==> src/rtl/pll_lock_monitor_pkg.sv <==
// Shared definitions for the PLL lock monitor: FSM encoding, field widths
// and parameter defaults.
package pll_lock_monitor_pkg;

  localparam logic HIGH = 1'b1;
  localparam logic LOW  = 1'b0;

  localparam int unsigned DEF_LOCK_FILT = 16;
  localparam int unsigned DEF_LOSS_FILT = 8;
  localparam logic [23:0] DEF_TIMEOUT   = 24'd20000;
  localparam int unsigned DEF_MAX_RETRY = 3;

  localparam int TIMER_W = 24;
  localparam int FILT_W  = 8;
  localparam int RETRY_W = 2;

  typedef enum logic [2:0] {
    ST_REQ      = 3'd0,
    ST_WAIT_CFG = 3'd1,
    ST_ACQUIRE  = 3'd2,
    ST_LOCKED   = 3'd3,
    ST_FAULT    = 3'd4
  } state_t;

endpackage

==> src/rtl/pll_lock_monitor_ld_sync.sv <==
// Two-flop synchroniser bringing the asynchronous lock-detect pin into the
// monitor clock domain.
module ld_sync (
  input  logic clk,
  input  logic rst_n,
  input  logic ld,
  output logic ld_s
);

  logic [1:0] sync_reg;

  always_ff @(posedge clk or negedge rst_n) begin
    if (!rst_n) begin
      sync_reg <= 2'b00;
    end else begin
      sync_reg <= {sync_reg[0], ld};
    end
  end

  assign ld_s = sync_reg[1];

endmodule

==> src/rtl/pll_lock_monitor.sv <==
// Supervises synthesiser lock: requests reprogramming, filters the lock-detect
// pin, times out and retries acquisition, and flags loss of lock.
module pll_lock_monitor
  import pll_lock_monitor_pkg::*;
#(
  parameter int unsigned P_LOCK_FILT = DEF_LOCK_FILT,
  parameter int unsigned P_LOSS_FILT = DEF_LOSS_FILT,
  parameter logic [23:0] P_TIMEOUT   = DEF_TIMEOUT,
  parameter int unsigned P_MAX_RETRY = DEF_MAX_RETRY
) (
  input  logic        in_clk,
  input  logic        in_rst_n,
  input  logic        in_ld,
  input  logic        in_cfg_done,
  input  logic        in_rearm,
  input  logic        in_lol_clr,
  output logic        out_reinit,
  output logic        out_locked,
  output logic        out_fault,
  output logic        out_lol,
  output logic [23:0] out_lock_time,
  output logic [1:0]  out_retry_cnt
);

  localparam logic [FILT_W-1:0]  LOCK_FILT    = FILT_W'(P_LOCK_FILT);
  localparam logic [FILT_W-1:0]  LOSS_FILT    = FILT_W'(P_LOSS_FILT);
  localparam logic [RETRY_W-1:0] MAX_RETRY    = RETRY_W'(P_MAX_RETRY);
  localparam logic [TIMER_W-1:0] TIMEOUT_LAST = P_TIMEOUT - 24'd1;

  logic                ld_s;
  state_t              state_reg, state_next;
  logic [TIMER_W-1:0]  timer_reg, timer_next;
  logic [FILT_W-1:0]   filter_reg, filter_next, filt_inc;
  logic [RETRY_W-1:0]  retry_reg, retry_next;
  logic                lol_reg, lol_next;
  logic [TIMER_W-1:0]  lock_time_reg, lock_time_next;
  logic                reinit_reg, reinit_next;
  logic                locked_reg, locked_next;
  logic                fault_reg, fault_next;
  logic                timeout, lock_evt, loss_evt, retry_ok, acquiring;

  ld_sync u_ld_sync (
    .clk   (in_clk),
    .rst_n (in_rst_n),
    .ld    (in_ld),
    .ld_s  (ld_s)
  );

  // The filter count includes the current cycle, so "reaching" the threshold
  // is decided on the cycle that supplies the last qualifying sample.
  assign filt_inc  = filter_reg + 8'd1;
  assign acquiring = (state_reg == ST_WAIT_CFG) || (state_reg == ST_ACQUIRE);
  assign timeout   = acquiring && (timer_reg == TIMEOUT_LAST);
  assign lock_evt  = (state_reg == ST_ACQUIRE) && (ld_s == HIGH) && (filt_inc == LOCK_FILT);
  assign loss_evt  = (state_reg == ST_LOCKED) && (ld_s == LOW) && (filt_inc == LOSS_FILT) && !in_rearm;
  assign retry_ok  = (retry_reg < MAX_RETRY);

  always_ff @(posedge in_clk or negedge in_rst_n) begin
    if (!in_rst_n) begin
      state_reg <= ST_REQ;
    end else begin
      state_reg <= state_next;
    end
  end

  always_comb begin
    state_next = state_reg;
    if (in_rearm) begin
      state_next = ST_REQ;
    end else begin
      case (state_reg)
        ST_REQ:      state_next = ST_WAIT_CFG;
        ST_WAIT_CFG: begin
          if (timeout)          state_next = retry_ok ? ST_REQ : ST_FAULT;
          else if (in_cfg_done) state_next = ST_ACQUIRE;
        end
        ST_ACQUIRE: begin
          if (lock_evt)     state_next = ST_LOCKED;
          else if (timeout) state_next = retry_ok ? ST_REQ : ST_FAULT;
        end
        ST_LOCKED:   if (loss_evt) state_next = ST_REQ;
        ST_FAULT:    state_next = ST_FAULT;
        default:     state_next = ST_REQ;
      endcase
    end
  end

  // Reinit follows the REQ state by one cycle so reset never leaves a pulse.
  always_comb begin
    reinit_next = (state_reg == ST_REQ);
    locked_next = (state_next == ST_LOCKED);
    fault_next  = (state_reg == ST_FAULT);
  end

  always_comb begin
    timer_next     = timer_reg;
    filter_next    = '0;
    retry_next     = retry_reg;
    lol_next       = lol_reg;
    lock_time_next = lock_time_reg;

    case (state_reg)
      ST_REQ:      timer_next = '0;
      ST_WAIT_CFG: timer_next = timer_reg + 24'd1;
      ST_ACQUIRE: begin
        timer_next  = timer_reg + 24'd1;
        filter_next = ((ld_s == HIGH) && !lock_evt) ? filt_inc : '0;
      end
      ST_LOCKED:   filter_next = ((ld_s == LOW) && !loss_evt) ? filt_inc : '0;
      default:     filter_next = '0;
    endcase

    if (lock_evt && !in_rearm) lock_time_next = timer_reg + 24'd1;

    if (in_rearm || loss_evt)                  retry_next = '0;
    else if (acquiring && state_next == ST_REQ) retry_next = retry_reg + 2'd1;

    if (loss_evt)        lol_next = 1'b1;
    else if (in_lol_clr) lol_next = 1'b0;
  end

  always_ff @(posedge in_clk or negedge in_rst_n) begin
    if (!in_rst_n) begin
      timer_reg     <= '0;
      filter_reg    <= '0;
      retry_reg     <= '0;
      lol_reg       <= 1'b0;
      lock_time_reg <= '0;
      reinit_reg    <= 1'b0;
      locked_reg    <= 1'b0;
      fault_reg     <= 1'b0;
    end else begin
      timer_reg     <= timer_next;
      filter_reg    <= filter_next;
      retry_reg     <= retry_next;
      lol_reg       <= lol_next;
      lock_time_reg <= lock_time_next;
      reinit_reg    <= reinit_next;
      locked_reg    <= locked_next;
      fault_reg     <= fault_next;
    end
  end

  assign out_reinit    = reinit_reg;
  assign out_locked    = locked_reg;
  assign out_fault     = fault_reg;
  assign out_lol       = lol_reg;
  assign out_lock_time = lock_time_reg;
  assign out_retry_cnt = retry_reg;

endmodule

==> config.mk <==
export PLATFORM = sky130hd
export DESIGN_NAME = pll_lock_monitor
export DESIGN_NICKNAME = d
export VERILOG_FILES = /design/src/rtl/pll_lock_monitor_pkg.sv /design/src/rtl/pll_lock_monitor_ld_sync.sv /design/src/rtl/pll_lock_monitor.sv
export SDC_FILE = /design/constraint.sdc
export NUM_CORES = 1
export LEC_CHECK = 0
export ABC_AREA = 1
export BUFFER_PORTS_ARGS = -buffer_cell sky130_fd_sc_hd__buf_2
export CAP_MARGIN = 30
export CORE_MARGIN = 10
export CORE_UTILIZATION = 45
export DETAILED_ROUTE_END_ITERATION = 8
export HOLD_SLACK_MARGIN = 0.06
export PLACE_DENSITY = 0.62
export SYNTH_ARGS = -nofsm -noshare
export SYNTH_HDL_FRONTEND = slang
export SYNTH_SLANG_ARGS = --single-unit
==> constraint.sdc <==
create_clock -name in_clk -period 2.08 [get_ports in_clk]
set_input_delay 0.208 -clock in_clk [delete_from_list [all_inputs] [get_ports in_clk]]
set_output_delay 0.208 -clock in_clk [all_outputs]
set_load 0.03 [all_outputs]
==> flow_metrics.env <==
export IMPL_fp_coreArea_mm2=0.00729
export IMPL_critPathRequiredTime_ns=2.36
export IMPL_finalCritPeriodShare_pct=93.0
export IMPL_setup_worst_path_start="filter_reg[0]"
export IMPL_ios=36
export IMPL_htree_levels=3
export IMPL_routed_via_density=4.84
export IMPL_worstMarginPinSlew_ns=0.487
export IMPL_die_y_um=107
export IMPL_crit_chain="buf_6, buf_6, nand4_1, nand2_2, nor2_1, nand2_1, nor2_2, nand3_2, nand2_2, nand3_2, nand2_4, buf_4, nand4_1, nand2_1"
export IMPL_finalCriticalPeriod_ns=1.93
export IMPL_synth_net_count=420
export IMPL_p_total_uw=2630
export IMPL_r2r_end="out_retry_cnt[0]"
export IMPL_clk_path_buf_depth=2
export IMPL_grt_max_degree=49
export IMPL_die_area_mm2=0.0114
export IMPL_wire_per_inst_um=13.2
export IMPL_vdd_drop_max_mv=0.445
export IMPL_worstSetupPathType="reg2reg"
export IMPL_io_buffers=35
export IMPL_fin_hold_ws_ns=0.360
export IMPL_endpoint_kind="flip-flop"
export IMPL_synth_async_reset_ratio_pct=100
export IMPL_cts_sinks=67
export IMPL_r2r_start="filter_reg[0]"
export IMPL_postSynthCellCount=410
export IMPL_slew_viol_final=0
export IMPL_min_path_type="in2async"
export IMPL_synthFlopType="dfrtp_1"
export IMPL_clock_skew_ns=0.0119
export IMPL_cap_violations=0
export IMPL_grt_pass1_vias=2671
export IMPL_start_kind="flip-flop"
export IMPL_cts_root_buf="clkbuf_8"
export IMPL_clk_latency_ns=0.34
export IMPL_start_util_pct=46.4
export IMPL_drc_errors=0
export IMPL_hold_viol=0
export IMPL_maxSlewHeadroom_pct=67.5
export IMPL_yosys_warnings=0
export IMPL_rsz0062_at_grt="true"
export IMPL_syn_to_final_growth_pct=22.4
export IMPL_critPathMaxStageDelay_ns=0.41
export IMPL_wirelength_um=7610
export IMPL_synth_cell_types=30
export IMPL_p_leak_uw=0.00194
export IMPL_r2r_setup_slack_ns=0.15
export IMPL_via_count=2794
export IMPL_drt_initial_drc_count=116
export IMPL_dr_pass1_iters=4
export IMPL_fmax_mhz=517
export IMPL_setup_viol=0
export IMPL_place_hpwl_um=5450
export IMPL_status="complete, no violations"
export IMPL_synthesis_area_mm2=0.00338
export IMPL_synth_seq_cells=67
export IMPL_path_clk_slew_ns=0.07
export IMPL_cts_made_buffers=9
export IMPL_gp_congestion=0.855
export IMPL_fp_dieW_um=107
export IMPL_synth_edff_count=0
export IMPL_grt_first_pass_wirelength_um=12500
export IMPL_nets=484
export IMPL_grt_usage_pct=13.4
export IMPL_crit_path_top_delay_cell="dfrtp_1"
export IMPL_num_antenna_cells=0
export IMPL_antenna_found_initial=0
export IMPL_cp_arrival_ns=2.22
export IMPL_p_per_area_mw_per_mm2=636
export IMPL_avgSynthCellArea_um2=8.25
export IMPL_synth_seq_area_share_pct=49.6
export IMPL_std_cell_rows=31
export IMPL_path_max_fanout=4
export IMPL_layout_drive_gt1_share_pct=24.7
export IMPL_antenna_left=0
export IMPL_setup_tns_final_ns=0
export IMPL_r2r_cells=14
export IMPL_tritoncts="done"
export IMPL_grt_ovfl_total=0
==> worst max path at each step <==
stage	end	slack (ns)	cells past startpoint
after global placement	out_retry_cnt[0]	0.10	14
final	out_retry_cnt[0]	0.15	14
after global routing	out_retry_cnt[1]	-0.05	14
after detailed placement	out_retry_cnt[0]	0.03	12
after floorplan	timer_reg[20]	0.23	11
after CTS	out_retry_cnt[0]	0.02	12
==> cell usage in the layout (no fill, tap or decap), types with 3 or more instances in the layout <==
cell type and instances:
xor2_1 21, o22ai_1 19, dfrtp_1 65, o21ai_0 11, nand3_1 9, inv_1 58, nand2_2 7, buf_6 3
nand3_2 8, clkbuf_8 12, a21oi_1 3, o21ai_1 19, nand3b_1 4, nand4_1 8, nor2_2 11, buf_4 18
buf_2 35, dlygate4sd3_1 4, nor2_1 39, inv_2 6, nand2_1 92, nor3_1 3
==> cell usage after synthesis (all sizes together) (5+ instances only) <==
library cell | number | area share, %
nand3 | 19 | 3.4
xor2 | 21 | 5.4
a21oi | 5 | 0.85
o21ai | 32 | 5.0
inv | 64 | 7.1
nand4 | 9 | 1.8
buf | 5 | 1.3
nand2 | 100 | 11
dfrtp | 67 | 50
o22ai | 19 | 3.5
nor2 | 51 | 6.4
==> timing repair <==
action                                  4_1_cts  5_1_grt
hold buffers                                  4        0
hold endpoints to repair                     22        0
endpoints found under the setup margin        1       28
gates resized for setup                       1       28
setup buffers                                 0       10
pin swaps                                     0       17
==> per-layer routing <==
layer	routed length, µm	up-vias	GRT usage [%]
li1	-	1437	-
met1	3740	1306	17.9
met2	3420	39	20.2
met3	335	12	3.59
met4	115	0	5.22
met5	0	-	0
==> kinds of logic (layout without fill, tap and decap cells) <==
kind of cell	Yosys count	after routing	share of synthesized area (%)
compound gates	57	57	9.80
xor+xnor	22	22	5.70
fa+ha+maj	4	4	1.48
buf+inv	72	140	8.69
flops	67	67	49.6
simple gates	188	188	24.8
==> report_power, final <==
group | total (µW) | internal (µW) | switching (µW)
logic | 285 | 99.1 | 186
registers | 1360 | 1330 | 30.5
clock network | 984 | 520 | 463
==> metrics by stage <==
stage               cells  setup WS (ns)  utilization [%]  instance area (µm²)
floorplan             410          0.230                -                 3380
global placement      548          0.101             51.2                 3730
detailed placement    548         0.0285             51.2                 3730
CTS                   567         0.0166             54.2                 3950
global route          577        -0.0473             56.8                 4140
finish                577          0.146             56.8                 4140
==> critical path, delay by kind of cell, from the launching register on <==
kind                   cells  cell delay (ns)
and+or+nand+nor           11             1.10
buffers and inverters      3             0.36
DFF                        1             0.41
==> final cells by class <==
type | count | area [µm²]
clock inverter | 2 | 10.0
inverter | 64 | 240
multi-input combinational | 271 | 1510
tap | 99 | 124
sequential | 67 | 1680
timing repair buffer | 61 | 404
fill | 713 | 3150
clock buffer | 13 | 169
No activity file was read; power rests on OpenSTA's default activity.
